`src/rtl/ring_icon_blink_pkg.sv`:
```
`default_nettype none
// ============================================================================
// Module : ring_icon_blink_pkg
// Brief  : Shared state encodings and widths for the alarm ringing icon.
// Rev    : 1.0  initial release
// ============================================================================
package ring_icon_blink_pkg;

  typedef enum logic [1:0] {
    ST_IDLE     = 2'd0,
    ST_RING_ON  = 2'd1,
    ST_RING_OFF = 2'd2,
    ST_ACKED    = 2'd3
  } state_t;

  localparam int c_ROM_AW = 7;
  localparam int c_ROM_DW = 8;
  localparam int c_RGB_W  = 12;

endpackage
`default_nettype wire

```
`src/rtl/ring_glyph_rom.sv`:
```
`default_nettype none
// ============================================================================
// Module : ring_glyph_rom
// Brief  : 128x8 registered-read glyph ROM; bell tiles, clapper frame by swing.
// Rev    : 1.0  initial release
// ============================================================================
module ring_glyph_rom
  import ring_icon_blink_pkg::*;
(
  input  logic                clk,
  input  logic                reset,
  input  logic [c_ROM_AW-1:0] addr,
  output logic [c_ROM_DW-1:0] data
);

  // One 16-pixel bell row spans tiles 0 and 1; only the clapper rows move.
  function automatic logic [15:0] f_bell_row(input logic swing, input logic [3:0] row);
    case (row)
      4'd0:                f_bell_row = 16'h8181;
      4'd1:                f_bell_row = 16'h43C2;
      4'd2:                f_bell_row = 16'h07E0;
      4'd3:                f_bell_row = 16'h0FF0;
      4'd4, 4'd5, 4'd6:    f_bell_row = 16'h1FF8;
      4'd7, 4'd8:          f_bell_row = 16'h3FFC;
      4'd9:                f_bell_row = 16'h7FFE;
      4'd10, 4'd11:        f_bell_row = 16'hFFFF;
      4'd12:               f_bell_row = 16'h0180;
      4'd13:               f_bell_row = swing ? 16'h00C0 : 16'h0300;
      4'd14:               f_bell_row = swing ? 16'h0060 : 16'h0600;
      default:             f_bell_row = 16'h0000;
    endcase
  endfunction

  logic [15:0]         w_row;
  logic [c_ROM_DW-1:0] w_byte;

  always_comb begin
    w_row = f_bell_row(addr[6], addr[3:0]);
    case (addr[5:4])
      2'd0:    w_byte = w_row[15:8];
      2'd1:    w_byte = w_row[7:0];
      default: w_byte = '0;
    endcase
  end

  always_ff @(posedge clk or negedge reset) begin
    if (!reset) data <= '0;
    else        data <= w_byte;
  end

endmodule
`default_nettype wire

```
`src/rtl/ring_icon_blink.sv`:
```
`default_nettype none
// ============================================================================
// Module : ring_icon_blink
// Brief  : Blinking, swinging alarm-bell icon layer with fixed 3-clk pixel latency.
// Rev    : 1.0  initial release
// ============================================================================
module ring_icon_blink
  import ring_icon_blink_pkg::*;
#(
  parameter int                 X0           = 576,
  parameter int                 Y0           = 320,
  parameter int                 N_TILES      = 2,
  parameter int                 SX           = 2,
  parameter int                 SY           = 2,
  parameter int                 BLINK_FRAMES = 30,
  parameter logic [c_RGB_W-1:0] FG_COLOR     = 12'hFFF
)(
  input  logic               clk,
  input  logic               reset,
  input  logic               enable,
  input  logic               ack,
  input  logic               frame_tick,
  input  logic               video_on,
  input  logic [9:0]         pix_x,
  input  logic [9:0]         pix_y,
  output logic [c_RGB_W-1:0] rgb_out,
  output logic               icon_on,
  output logic               ringing
);

  localparam int c_W  = N_TILES * (8 << SX);
  localparam int c_H  = 16 << SY;
  localparam int c_CW = (BLINK_FRAMES > 1) ? $clog2(BLINK_FRAMES) : 1;
  localparam logic [c_CW-1:0] c_TERM = c_CW'(BLINK_FRAMES - 1);
  localparam logic [10:0] c_X_LO = 11'(X0);
  localparam logic [10:0] c_X_HI = 11'(X0 + c_W);
  localparam logic [10:0] c_Y_LO = 11'(Y0);
  localparam logic [10:0] c_Y_HI = 11'(Y0 + c_H);

  state_t             r_state;
  logic [c_CW-1:0]    r_cnt;
  logic               r_swing;

  always_ff @(posedge clk or negedge reset) begin
    if (!reset) begin
      r_state <= ST_IDLE;
      r_cnt   <= '0;
      r_swing <= 1'b0;
      ringing <= 1'b0;
    end else if (!enable) begin
      r_state <= ST_IDLE;
      r_cnt   <= '0;
      r_swing <= 1'b0;
      ringing <= 1'b0;
    end else begin
      case (r_state)
        ST_IDLE: begin
          r_state <= ST_RING_ON;
          r_cnt   <= '0;
          ringing <= 1'b1;
        end
        ST_RING_ON, ST_RING_OFF: begin
          if (ack) begin
            r_state <= ST_ACKED;
            ringing <= 1'b0;
          end else if (frame_tick) begin
            if (r_cnt == c_TERM) begin
              r_cnt <= '0;
              if (r_state == ST_RING_ON) begin
                r_state <= ST_RING_OFF;
              end else begin
                r_state <= ST_RING_ON;
                r_swing <= ~r_swing;
              end
            end else begin
              r_cnt <= r_cnt + 1'b1;
            end
          end
        end
        default: r_state <= ST_ACKED;
      endcase
    end
  end

  // Address generation; 11-bit compares keep X0+width from wrapping.
  logic [10:0]         w_px, w_py;
  logic [9:0]          w_dx, w_dy;
  logic                w_hit;
  logic [c_ROM_AW-1:0] w_addr;
  logic                w_unused;

  assign w_px     = {1'b0, pix_x};
  assign w_py     = {1'b0, pix_y};
  assign w_dx     = pix_x - 10'(X0);
  assign w_dy     = pix_y - 10'(Y0);
  assign w_hit    = (w_px >= c_X_LO) && (w_px < c_X_HI) && (w_py >= c_Y_LO) && (w_py < c_Y_HI);
  assign w_addr   = {r_swing, w_dx[SX+4:SX+3], w_dy[SY+3:SY]};
  assign w_unused = ^{w_dx, w_dy};

  logic                r1_hit, r1_von, r2_hit, r2_von;
  logic [2:0]          r1_col, r2_col;
  logic [c_ROM_AW-1:0] r1_addr;
  logic [c_ROM_DW-1:0] w_rom_data;
  logic                w_bit, w_icon_next;

  ring_glyph_rom u_rom (
    .clk   (clk),
    .reset (reset),
    .addr  (r1_addr),
    .data  (w_rom_data)
  );

  assign w_bit       = w_rom_data[3'd7 - r2_col];
  assign w_icon_next = r2_hit & r2_von & (r_state == ST_RING_ON);

  always_ff @(posedge clk or negedge reset) begin
    if (!reset) begin
      r1_hit  <= 1'b0;
      r1_von  <= 1'b0;
      r1_col  <= '0;
      r1_addr <= '0;
      r2_hit  <= 1'b0;
      r2_von  <= 1'b0;
      r2_col  <= '0;
      icon_on <= 1'b0;
      rgb_out <= '0;
    end else begin
      r1_hit  <= w_hit;
      r1_von  <= video_on;
      r1_col  <= w_dx[SX+2:SX];
      r1_addr <= w_addr;
      r2_hit  <= r1_hit;
      r2_von  <= r1_von;
      r2_col  <= r1_col;
      icon_on <= w_icon_next;
      rgb_out <= (w_icon_next & w_bit) ? FG_COLOR : '0;
    end
  end

endmodule
`default_nettype wire

```
`config.mk`:
```
export PLATFORM = sky130hd
export DESIGN_NAME = ring_icon_blink
export DESIGN_NICKNAME = d
export VERILOG_FILES = /design/src/rtl/ring_icon_blink_pkg.sv /design/src/rtl/ring_glyph_rom.sv /design/src/rtl/ring_icon_blink.sv
export SDC_FILE = /design/constraint.sdc
export NUM_CORES = 1
export LEC_CHECK = 0
export BUFFER_PORTS_ARGS = -buffer_cell sky130_fd_sc_hd__buf_2
export CAP_MARGIN = 10
export CORE_MARGIN = 2
export CORE_UTILIZATION = 47
export CTS_BUF_LIST = sky130_fd_sc_hd__clkbuf_2
export CTS_CLUSTER_DIAMETER = 50
export CTS_CLUSTER_SIZE = 24
export DETAILED_ROUTE_END_ITERATION = 7
export PLACE_DENSITY = 0.67
export SYNTH_ARGS = -nofsm -noshare
export SYNTH_HDL_FRONTEND = slang
export SYNTH_SLANG_ARGS = --single-unit
```
`constraint.sdc`:
```
create_clock -name clk -period 4.5 [get_ports clk]
set_input_delay 0.675 -clock clk [delete_from_list [all_inputs] [get_ports clk]]
set_output_delay 0.675 -clock clk [all_outputs]
set_load 0.01 [all_outputs]
```
After elaboration in Yosys (flattened, before gate mapping). Index checks and enable logic that the tools add are counted.

Memories kept: 0. Memory bits (writable): 0. Latch bits: 0. Register bits: 47. Bits in read-only memories: 0. Output and inout port bits: 14.

Multipliers: 0. Reduce and logical (&&, ||, !) cells: 14. Bitwise gates (word level): 4. Divide/modulo/power cells: 0. Muxes and demuxes: 27. Eq/ne operators: 29. Shift-type cells: 0. Add/subtract/negate cells: 4. $lt $le $gt $ge: 5.

Operators with widths (count): $pmux W16 S11 (1); $eq A4 B4 Y1 const B (7); $mux W5 (4); $eq A4 B3 Y1 const B (4); $pmux W8 S2 (1); $mux W12 (1); $mux W11 (1); $ge A10 B10 Y1 const B (1); $ge A10 B9 Y1 const B (1); $lt A10 B10 Y1 const B (1); $lt A10 B9 Y1 const B (1); $mux W10 (1); $mux W2 (5); $pmux W5 S2 (1); $mux W1 (9); $ne A3 B3 Y1 const B (3); $eq A4 B2 Y1 const B (2); $ne A4 B4 Y1 const B (2); $sub A7 B7 Y7 const B (1); $ne A2 B1 Y1 const B (3); $reduce_or A2 Y1 (3); $sub A6 B1 Y6 const B (1); $add A5 B1 Y5 const B (1); $eq A5 B5 Y1 const B (1); 19 further kinds (27).

Depth between registers and ports, before layout. Gate-level depths: netlist of the first run.

Depth in word-level cells: 7. Mapped depth: 6.

Modules after synthesis. A second synthesis of the first run with hierarchy kept.

Cells, all modules: 151. Area, all modules: 1784.2 um2.

Modules (own cells, without submodules): ring_icon_blink (times used 1, area an instance 1223.7 um2, cells an instance 96); ring_glyph_rom (times used 1, area an instance 560.5 um2, cells an instance 55).

Worst setup path before layout of the first run. Ideal clock, no wire load.

Path kind: register to register. From: register r_state[0]. To: register r_cnt[4]. Clock period less this slack: 1.501 ns. Path slack: 2.999 ns. Cell stages (with the launch flop): 6. Data required time: 4.399 ns. Arrival: 1.400 ns. Cells stage by stage: dfrtp_1 -> inv_1 -> ha_1 -> and3b_2 -> nand4_2 -> o311ai_2.

Longest elaborated chain between the ends: 4. Elaborated cells between the ends (all ways): 10.

RTL lines: start: declaration (line ring_icon_blink.sv:40) `state_t r_state;`; start signal: assignment (line ring_icon_blink.sv:46) `r_state <= ST_IDLE;`; start signal: assignment (line ring_icon_blink.sv:51) `r_state <= ST_IDLE;`; start signal: assignment (line ring_icon_blink.sv:58) `r_state <= ST_RING_ON;`; $eq A2 B1 Y1 / $eq A2 B2 Y1 (equally long branches) (line ring_icon_blink.sv:56) `case (r_state)`; $reduce_or A2 Y1 (line ring_icon_blink.sv:56); $ne A3 B3 Y1 (no line) (tied with other cells); $reduce_and A3 Y1 (no line) / $mux W5 (equally long branches); end signal: assignment (line ring_icon_blink.sv:76) `r_cnt <= r_cnt + 1'b1;`; end: declaration (line ring_icon_blink.sv:41) `logic [c_CW-1:0] r_cnt;`.

Several ways; a longest one is shown, not always the timed one. A chain may end at the register's enable or synchronous reset.

Final worst setup path of the first run.
From: register r_state[0]. To: register r_cnt[2].

The elaborated chain is that of the path after synthesis.

==> results of run 1 <==
==> power by group through the flow <==
stage,logic [mW],clock network (mW),registers [mW]
after floorplan,0.133,0,0.371
after global placement,0.168,0,0.376
after detailed placement,0.177,0,0.379
after CTS,0.178,0.135,0.373
after global routing,0.196,0.146,0.377
final,0.177,0.126,0.372
==> cell usage after synthesis (2+ instances only) <==
cell,number
mux2i_1,3
buf_4,12
nand2_1,14
o22ai_1,2
nor3_1,3
nor4_1,2
a211oi_1,4
a21oi_1,8
o21ai_1,3
nand2b_1,2
nand3_1,8
buf_2,2
dfrtp_1,36
inv_1,10
ha_1,6
nor2_1,7
==> metal layers <==
metal / GRT usage, % / part of all wire [%]
met5: 0 / 0
met4: 7.18 / 1.4
met3: 4.17 / 5.2
met2: 29.4 / 54
met1: 16.9 / 39
==> cells by family (layout without fill, tap and decap cells) <==
group	after synthesis	after routing
AOI/OAI and AO/OA	29	29
xor gates and xnor gates	2	2
adders and majority gates	6	6
buffers and inverters	26	52
DFF	36	36
muxes	5	5
and+or+nand+nor	53	53
==> cell type report <==
type / instances / area share, %
Sequential cell: 36 / 47.8
Multi-Input combinational cell: 95 / 36.0
Timing Repair Buffer: 35 / 9.30
Tap cell: 48 / 3.19
Inverter: 10 / 1.99
Clock buffer: 5 / 1.33
Clock inverter: 2 / 0.398
==> flip-flops by register name, indices dropped and copies added, names as in the netlist <==
| register | flops |
|---|---|
| r_cnt | 5 |
| u_rom.data | 8 |
| rgb_out | 1 |
| r1_addr | 7 |
| r2_col | 3 |
| r1_col | 3 |
| r_swing | 1 |
| icon_on | 1 |
| r2_hit | 1 |
| r1_hit | 1 |
| ringing | 1 |
| r1_von | 1 |
| r_state | 2 |
| r2_von | 1 |
==> stage by stage <==
step / power, mW / instances / cell area [um^2] / setup slack [ns] / hold slack, ns
finish: 0.676 / 231 / 1880 / 2.77 / 0.353
global route: 0.719 / 231 / 1880 / 2.64 / 0.376
global placement: 0.545 / 224 / 1850 / 2.86 / 0.332
CTS: 0.686 / 231 / 1880 / 2.75 / 0.365
detailed placement: 0.556 / 224 / 1850 / 2.81 / 0.339
floorplan: 0.504 / 157 / 1730 / 3.00 / 0.331
==> worst paths after layout <==
path                               to  cells after the start
max                          r_cnt[2]                      6
min                        r1_addr[5]                      1
max reg2reg                  r_cnt[2]                      6
min reg2reg                 r2_col[2]                      0
max in group asynchronous      r2_hit                      1
min in group clk            r2_col[2]                      0
==> worst reg2reg max path, stage by stage (launching register included) <==
cell and delay, ns:
dfrtp_1 0.42, inv_1 0.09, ha_1 0.38, and3b_2 0.25
nor3_2 0.28, a21oi_1 0.07, o22ai_1 0.16
==> results.tsv, run 1 <==
stage	metric	value	unit
clock_tree	CTS root buf	clkbuf_2	
floorplanning	Core Rows	22	
routing	Pre-antenna DRT Iters	4	
worst_setup_path	Critical Path AT	2.03	ns
synthesis	Post-synth EDFFs	0	
synthesis	Yosys top cell by area	dfrtp_1	
clock_tree	clock-pin slew on the worst setup and hold paths	0.18	ns
timing	crit share post-route	38.4	%
clock_tree	post-cts sizing count	0	
worst_setup_path	Crit path max-delay family	simple AND/OR/NAND/NOR gates	
clock_tree	clk_lat worst skew	0.37	ns
routing	wire per inst	13.4	um
clock_tree	Hold Buf Count CTS	0	
finish	commonest non-fill, non-tap cell in the layout	dfrtp_1	
routing	Vias	1240	
run_status	status	finished, final reports clean	
synthesis	Area contributors post-synth	dfrtp_1 (52%), buf_4 (5.2%), ha_1 (4.3%), nand2_1 (3.0%), a21oi_1 (2.3%)	
clock_tree	clk sinks	36	
global_routing	initial antenna violation count	0	
synthesis	Top FF cell, synth	dfrtp_1	
floorplanning	core area	3610	um^2
timing	final max-slew violation count	0	
finish	most frequent cells in the layout	dfrtp_1 (36), buf_2 (35), nand2_1 (14)	
floorplanning	DIE AREA	4190	um^2
worst_setup_path	WS Path Type	flop to flop	
floorplanning	Initial Util	48.0	%
power	NetSw	0.219	mW
global_routing	first-pass GRT wire length	5.04	mm
worst_setup_path	Crit-path slowest cell	dfrtp_1	
finish	fraction of layout cells with a size suffix above 1	28.4	%
worst_setup_path	R2R Path Start	r_state[0]	
placement	dpl hpwl	2.33	mm
global_routing	gr ovfl total	0	
routing	drt drc	0	
finish	diode count	0	
floorplanning	width of the chip	64.7	um
worst_setup_path	Setup crit end kind	flop	
power	clock power share	18.7	%
timing	Final min period	1.73	ns
synthesis	main combinational cell family by area after synthesis	simple AND/OR/NAND/NOR gates	
routing	Via density	5.37	
power	LEAKAGE	0.905	nW
power	VDD IR max	225	uV
worst_setup_path	CP Cell Sequence	inv_1 > ha_1 > and3b_2 > nor3_2 > a21oi_1 > o22ai_1	
synthesis	simple-gate share of the synthesized area	17.6	%
worst_setup_path	R2R setup slack	2.77	ns
clock_tree	Inserted Clock Buffers	5	
clock_tree	TritonCTS clock tree	built	
synthesis	XOR/XNOR share of the synthesized area	1.01	%
power	PD cells	359	nW/um^2
timing	worst clock skew	0.0216	ns
timing	# setup viols final	0	
finish	synthesis-to-finish area growth	8.82	%
finish	Multi-input gate area	678	um^2
finish	fillers	337	
floorplanning	# IOs	40	
clock_tree	clk buf depth	2	
worst_setup_path	Crit path largest cell delay	0.42	ns
power	Seq pwr share	55.1	%
synthesis	sequential area share after synthesis	52.0	%
routing	Post-DRT Antenna Nets	0	
clock_tree	H-tree depth	2	
min_path	worst min path class	primary input to async pin	
routing	Initial DRC Count	51	
power	sw frac	32.4	%
synthesis	post-synthesis compound-gate area fraction	12.5	%
finish	Core Util, Final	52.3	%
synthesis	Synth Area per Inst	11.0	um^2
synthesis	asr flop ratio synth	100	%
placement	routability cong.	0.843	
finish	Register Area	901	um^2
worst_setup_path	CP Data Required Time	4.81	ns
synthesis	syn_nets	189	
synthesis	adder-cell area share of the yosys netlist	4.34	%
worst_setup_path	largest fanout on the critical path	7	
synthesis	mux cell area share after synthesis	3.68	%
timing	Slew headroom	48.7	%
finish	Final nets	215	
synthesis	Netlist cell types	51	
worst_setup_path	Worst setup SP type	flop	
floorplanning	die height	64.7	um
timing	Fin. Hold Viols	0	
timing	setup TNS	0	ns
synthesis	Synth warnings	0	
global_routing	largest net degree at the start of global routing	37	
clock_tree	postcts setup bufs	0	
timing	RSZ-0062 raised after global routing	false	
power	internal power	0.457	mW
routing	total detailed-routing wirelength	3.09	mm
synthesis	Mapped Area	1730	um^2
global_routing	Overall Global Routing Usage	16.0	%
power	Comb pwr share	26.2	%
worst_setup_path	Buf+Inv Stages, Crit Path	1	
flow_run	max-cap viol count	0	
worst_setup_path	Worst setup startpoint	r_state[0]	
placement	number of port buffers	35	
timing	FMAX	579	MHz
synthesis	Synth Instances	157	
synthesis	post-synth top area share	52.0	%
timing	actual slew at the worst max-slew pin	0.770	ns
global_routing	number of global-route vias before repair	1185	
synthesis	#FFs+latches synth	36	
No activity file was read; power rests on OpenSTA's default activity.
==> inputs of run 2 (changes only) <==
--- a/config.mk
+++ b/config.mk
@@ -13,7 +13,7 @@
 export CTS_CLUSTER_DIAMETER = 50
 export CTS_CLUSTER_SIZE = 24
 export DETAILED_ROUTE_END_ITERATION = 7
-export PLACE_DENSITY = 0.67
+export PLACE_DENSITY = 0.7
 export SYNTH_ARGS = -nofsm -noshare
 export SYNTH_HDL_FRONTEND = slang
 export SYNTH_SLANG_ARGS = --single-unit
==> constraint.sdc (replaced) <==
create_clock -name clk -period 1.4 [get_ports clk]
set_input_delay 0.21 -clock clk [delete_from_list [all_inputs] [get_ports clk]]
set_output_delay 0.21 -clock clk [all_outputs]
set_load 0.01 [all_outputs]
==> run 2 against run 1 <==
- non-clock buffer count grew 31
- first-iteration DRC count shrank 14%
- sequential cell count is the same
- clock power grew to 5.2 times the previous value
- total power grew to 4.3 times the previous value
- the flow now finishes with violations (negative setup slack)
- utilization grew 10 points
- global-route usage grew 2.8 points
- die area is the same
- fmax grew 15%
- highest routed layer unchanged
- sequential power grew to 3.2 times the previous value
==> results.tsv, run 2 (synthesis results as in run 1) <==
stage	metric	value	unit
placement	routability cong.	0.899	
finish	fillers	290	
finish	Register Area	902	um^2
clock_tree	clock-pin slew on the worst setup and hold paths	0.20	ns
clock_tree	Inserted Clock Buffers	5	
routing	metal3 WL	156	um
floorplanning	# IOs	40	
power	LEAKAGE	1.07	nW
global_routing	number of global-route vias before repair	1327	
worst_setup_path	CP Data Required Time	1.71	ns
routing	WL met2	1.87	mm
routing	drt drc	0	
timing	crit share post-route	107	%
worst_setup_path	Worst setup startpoint	r_state[0]	
floorplanning	Core Rows	22	
timing	Slew headroom	71.0	%
placement	number of port buffers	35	
finish	fin cells	263	
routing	Post-DRT Antenna Nets	0	
worst_setup_path	R2R Path Start	r_state[0]	
timing	RSZ-0062 raised after global routing	true	
finish	Most flops, register	u_rom.data	
run_status	status	finished with violations	
routing	wire per inst	13.5	um
worst_setup_path	Critical Path AT	1.82	ns
min_path	worst min path class	primary input to flop	
worst_setup_path	crit path to	r_cnt[3]	
routing	total detailed-routing wirelength	3.56	mm
routing	Max Used Layer	met4	
finish	biggest regs	u_rom.data (8), r1_addr (7), r_cnt (5)	
global_routing	gr ovfl total	0	
global_routing	largest net degree at the start of global routing	37	
global_routing	first-pass GRT wire length	5.99	mm
finish	synthesis-to-finish area growth	30.5	%
worst_setup_path	Worst setup SP type	flop	
worst_setup_path	r2r endpoint	r_cnt[3]	
worst_setup_path	CP Cell Sequence	inv_2 > ha_4 > and3b_2 > nand4_4 > o311ai_1	
worst_setup_path	Crit path largest cell delay	0.43	ns
routing	Via density	5.28	
clock_tree	clk buf depth	2	
routing	Metal-1 WL	1.44	mm
power	PD cells	1280	nW/um^2
finish	max FFs per register	8	
clock_tree	TritonCTS clock tree	built	
timing	worst setup margin	-0.103	ns
finish	Multi-input gate area	752	um^2
floorplanning	Initial Util	48.0	%
clock_tree	H-tree depth	2	
finish	Final nets	246	
timing	FMAX	665	MHz
worst_setup_path	Crit-path slowest cell	dfrtp_1	
power	VDD IR max	848	uV
finish	diode count	0	
clock_tree	CTS root buf	clkbuf_2	
power	Overall Power	2.89	mW
floorplanning	core area	3610	um^2
worst_setup_path	Setup crit end kind	flop	
global_routing	initial antenna violation count	0	
timing	actual slew at the worst max-slew pin	0.435	ns
worst_setup_path	r2r worst-path depth	5	
floorplanning	width of the chip	64.7	um
routing	Initial DRC Count	44	
flow_run	max-cap viol count	0	
routing	Pre-antenna DRT Iters	4	
floorplanning	DIE AREA	4190	um^2
finish	most frequent cells in the layout	dfrtp_1 (35), buf_2 (35), buf_4 (18)	
routing	Vias	1389	
finish	fraction of layout cells with a size suffix above 1	38.6	%
placement	Inst Count DP	239	
timing	final max-slew violation count	0	
global_routing	Overall Global Routing Usage	18.7	%
worst_setup_path	R2R setup slack	-0.10	ns
run_status	failing checks	negative setup slack	
worst_setup_path	WS Path Type	flop to flop	
placement	dpl hpwl	2.42	mm
timing	# setup viols final	8	
timing	Final min period	1.50	ns
clock_tree	clk_lat worst skew	0.39	ns
timing	worst clock skew	0.0207	ns
floorplanning	die height	64.7	um
clock_tree	clk sinks	36	
worst_setup_path	largest fanout on the critical path	6	
timing	WHS	0.134	ns
timing	Fin. Hold Viols	0	
run 2: worst min path at each step:
stage | from | end | slack [ns] | depth (start not counted)
2_1_floorplan | reset | icon_on | -0.09 | 0
3_3_place_gp | reset | u_rom.data[6] | 0.27 | 2
3_5_place_dp | reset | u_rom.data[6] | 0.27 | 2
4_1_cts | enable | r_state[1] | 0.12 | 3
5_1_grt | enable | r_swing | 0.11 | 2
6_report | enable | r_state[1] | 0.13 | 3
run 2: report_power, final:
group | switching (mW) | internal (mW) | total, mW
clock | 0.357 | 0.298 | 0.655
sequential | 0.0547 | 1.12 | 1.18
combinational | 0.500 | 0.557 | 1.06
run 2: final cells by class:
type	count	area share, %
clock buffers	5	1.11
clock inverters	3	1.88
inverters	10	1.66
multi-input cells	95	33.3
flip-flops and latches	36	39.9
well taps	48	2.66
repair buffers	66	19.5
run 2: metrics by stage:
step	setup TNS, ns	setup WS, ns	util [%]	area (um^2)
6_report	-0.516	-0.103	62.7	2260
3_3_place_gp	-0.0336	-0.0137	55.4	2000
3_5_place_dp	-0.327	-0.109	55.4	2000
5_1_grt	-1.07	-0.181	62.7	2260
2_1_floorplan	0	0.00552	-	1770
4_1_cts	-0.523	-0.114	61.3	2210
run 2: repair_timing:
action / 4_1_cts / 5_1_grt
hold buffers: 13 / 0
setup buffers: 0 / 4
resized for setup: 3 / 7
pin swaps: 2 / 7
endpoints found under the setup margin: 7 / 21
endpoints found under the hold margin: 47 / 0
run 2: routing by layer:
| layer | up-vias | GRT usage (%) |
|---|---|---|
| met2 | 43 | 31.8 |
| met3 | 11 | 5.38 |
| met5 | - | 0 |
| met4 | 0 | 8.24 |
| li1 | 669 | - |
| met1 | 666 | 22.0 |
run 2: worst max-delay path: cells and delay by family (launching register included):
kind                     cells  cell delay, ns
AND/OR/NAND/NOR              2            0.39
flip-flops                   1            0.43
AO/OA/AOI/OAI                1            0.25
adder cells (fa/ha/maj)      1            0.29
buffers and inverters        1            0.06
==> inputs of run 3 (changes only) <==
--- a/config.mk
+++ b/config.mk
@@ -5,6 +5,7 @@
 export SDC_FILE = /design/constraint.sdc
 export NUM_CORES = 1
 export LEC_CHECK = 0
+export ABC_AREA = 1
 export BUFFER_PORTS_ARGS = -buffer_cell sky130_fd_sc_hd__buf_2
 export CAP_MARGIN = 10
 export CORE_MARGIN = 2
@@ -13,6 +14,7 @@
 export CTS_CLUSTER_DIAMETER = 50
 export CTS_CLUSTER_SIZE = 24
 export DETAILED_ROUTE_END_ITERATION = 7
+export GPL_ROUTABILITY_DRIVEN = 0
 export PLACE_DENSITY = 0.7
 export SYNTH_ARGS = -nofsm -noshare
 export SYNTH_HDL_FRONTEND = slang
==> run 3 against run 2 <==
- the run now ends clean
- synthesized cell count increased by 28%
- clock skew decreased by 0.011 ns
- combinational power decreased by 6%
- wire length decreased by 17%
- critical endpoint is now r1_hit
==> results.tsv, run 3 <==
stage	metric	value	unit
synthesis	Top FF cell, synth	dfrtp_1	
power	Comb pwr share	38.3	%
finish	biggest regs	u_rom.data (8), r1_addr (7), r_cnt (5)	
synthesis	syn_nets	233	
synthesis	Synth warnings	0	
clock_tree	CTS root buf	clkbuf_2	
finish	synthesis-to-finish area growth	24.0	%
clock_tree	clk sinks	36	
power	sw frac	34.9	%
power	NetSw	0.916	mW
timing	Final min period	1.37	ns
floorplanning	Core Rows	22	
timing	Fin. Hold Viols	0	
finish	most frequent cells in the layout	nand2_1 (45), dfrtp_1 (36), buf_2 (35)	
synthesis	Synth Area per Inst	8.73	um^2
finish	max FFs per register	8	
timing	actual slew at the worst max-slew pin	0.425	ns
worst_setup_path	largest fanout on the critical path	1	
finish	Most flops, register	u_rom.data	
floorplanning	DIE AREA	4240	um^2
routing	drt drc	0	
timing	worst clock skew	0.00975	ns
power	clock power share	15.8	%
synthesis	#FFs+latches synth	36	
global_routing	Overall Global Routing Usage	16.5	%
synthesis	asr flop ratio synth	100	%
synthesis	Synth top cells by count	nand2_1 (46), dfrtp_1 (36), inv_1 (24)	
clock_tree	H-tree depth	2	
min_path	worst min path class	primary input to flop	
routing	Initial DRC Count	57	
timing	WHS	0.158	ns
synthesis	Yosys top cell by area	dfrtp_1	
finish	Final nets	283	
power	Seq pwr share	45.9	%
global_routing	number of global-route vias before repair	1313	
synthesis	Mapped Area	1750	um^2
worst_setup_path	Worst setup startpoint	pix_x[8]	
power	PD cells	1210	nW/um^2
routing	wire per inst	9.87	um
placement	number of port buffers	35	
global_routing	gr ovfl total	0	
flow_run	max-cap viol count	0	
floorplanning	die height	65.1	um
placement	Inst Count DP	278	
synthesis	Area contributors post-synth	dfrtp_1 (51%), nand2_1 (9.8%), inv_1 (5.1%), buf_4 (4.7%), nor2_1 (4.5%)	
timing	FMAX	730	MHz
worst_setup_path	Worst setup SP type	primary input	
global_routing	initial antenna violation count	0	
placement	dpl hpwl	2.13	mm
worst_setup_path	R2R setup slack	0.06	ns
worst_setup_path	R2R Path Start	r_state[0]	
floorplanning	Initial Util	48.3	%
synthesis	sequential area share after synthesis	51.4	%
worst_setup_path	Setup crit end kind	flop	
worst_setup_path	r2r endpoint	r_cnt[2]	
worst_setup_path	crit path to	r1_hit	
floorplanning	core area	3630	um^2
synthesis	most common cell in the netlist	nand2_1	
clock_tree	Inserted Clock Buffers	5	
worst_setup_path	WS Path Type	primary input to flop	
global_routing	first-pass GRT wire length	5.35	mm
synthesis	post-synth top area share	51.4	%
routing	Via density	4.66	
clock_tree	TritonCTS clock tree	built	
finish	diode count	0	
finish	fin cells	300	
timing	RSZ-0062 raised after global routing	true	
worst_setup_path	r2r worst-path depth	6	
clock_tree	clk buf depth	2	
clock_tree	clock-pin slew on the worst setup and hold paths	0.16	ns
global_routing	largest net degree at the start of global routing	37	
timing	Slew headroom	71.7	%
power	LEAKAGE	1.14	nW
synthesis	Post-synth EDFFs	0	
routing	total detailed-routing wirelength	2.96	mm
synthesis	Netlist cell types	27	
routing	Vias	1399	
worst_setup_path	Critical Path AT	1.67	ns
worst_setup_path	CP Data Required Time	1.70	ns
timing	# setup viols final	0	
floorplanning	# IOs	40	
timing	final max-slew violation count	0	
finish	fraction of layout cells with a size suffix above 1	30.2	%
synthesis	Synth Instances	201	
timing	crit share post-route	97.9	%
clock_tree	clk_lat worst skew	0.35	ns
finish	commonest non-fill, non-tap cell in the layout	nand2_1	
run_status	status	finished, final reports clean	
finish	fillers	335	
power	internal power	1.71	mW
power	VDD IR max	797	uV
clock_tree	postcts setup bufs	0	
routing	Pre-antenna DRT Iters	4	
min_path	Min-Delay Startpoint	enable	
floorplanning	width of the chip	65.1	um
routing	Post-DRT Antenna Nets	0	
-- run 3: cell count changes after synthesis, moves of 4 or more --
cell	delta
nand2_2	+4
nor2_1	+14
inv_1	+14
a21oi_1	-6
a211oi_1	-4
nand2_1	+32
o21ai_1	+4
o21ai_0	+5
-- run 3: kinds of logic after synthesis --
kind of cell	Yosys count	synth area share (%)
and+or+nand+nor	96	25.5
adders and majority gates	6	4.28
AOI/OAI and AO/OA	24	8.06
buffers and inverters	39	10.8
DFF	36	51.4
-- run 3: layout make-up --
cell class                 instances  area [um^2]  share of cell area (%)
sequential                        36          901                    41.4
clock buffer                       5         25.0                    1.15
timing repair buffer              54          350                    16.1
tap                               48         60.1                    2.76
multi-input combinational        127          723                    33.3
inverter                          27          101                    4.66
clock inverter                     3         13.8                   0.633
-- run 3: power groups by stage --
stage / sequential (mW) / combinational [mW] / clock [mW]
CTS: 1.21 / 0.905 / 0.440
global route: 1.22 / 1.13 / 0.514
detailed placement: 1.23 / 0.814 / 0
finish: 1.20 / 1.00 / 0.415
global placement: 1.22 / 0.796 / 0
floorplan: 1.23 / 0.509 / 0
-- run 3: stage by stage --
stage	utilization (%)	TNS, ns	total power, mW	setup WS, ns	area, um^2
after floorplan	-	0	1.74	0.0815	1750
after global placement	53.6	0	2.02	0.0551	1950
after detailed placement	53.6	-0.0313	2.04	-0.0313	1950
after CTS	58.8	0	2.55	0.0361	2140
after global routing	59.8	-0.0723	2.87	-0.0349	2170
final	59.8	0	2.62	0.0299	2170
-- run 3: worst min path at each step --
stage | cells after the start | slack, ns | end
finish | 3 | 0.16 | r_swing
global route | 3 | 0.12 | r_cnt[4]
CTS | 3 | 0.12 | r_swing
detailed placement | 2 | 0.27 | r_cnt[3]
global placement | 2 | 0.26 | r_cnt[2]
floorplan | 0 | -0.09 | icon_on
-- run 3: worst max-delay path, cell delays in order --
cell	delay [ns]
dlygate4sd3_1	0.54
buf_2	0.13
nor4_2	0.23
dlygate4sd3_1	0.57
-- run 3: timing repair --
item | 4_1_cts | 5_1_grt
hold buffers | 13 | 0
endpoints found under the hold margin | 47 | 0
endpoints found under the setup margin | 1 | 7
pin swaps | 0 | 2
cloned | 0 | 1
resized for setup | 3 | 9
-- run 3: routing by layer --
layer | share of wire [%] | global-route usage [%] | up-vias
li1 | - | - | 731
met1 | 43 | 19.3 | 622
met2 | 51 | 29.1 | 42
met3 | 4.4 | 3.60 | 4
met4 | 1.8 | 7.03 | 0
met5 | 0 | 0 | -
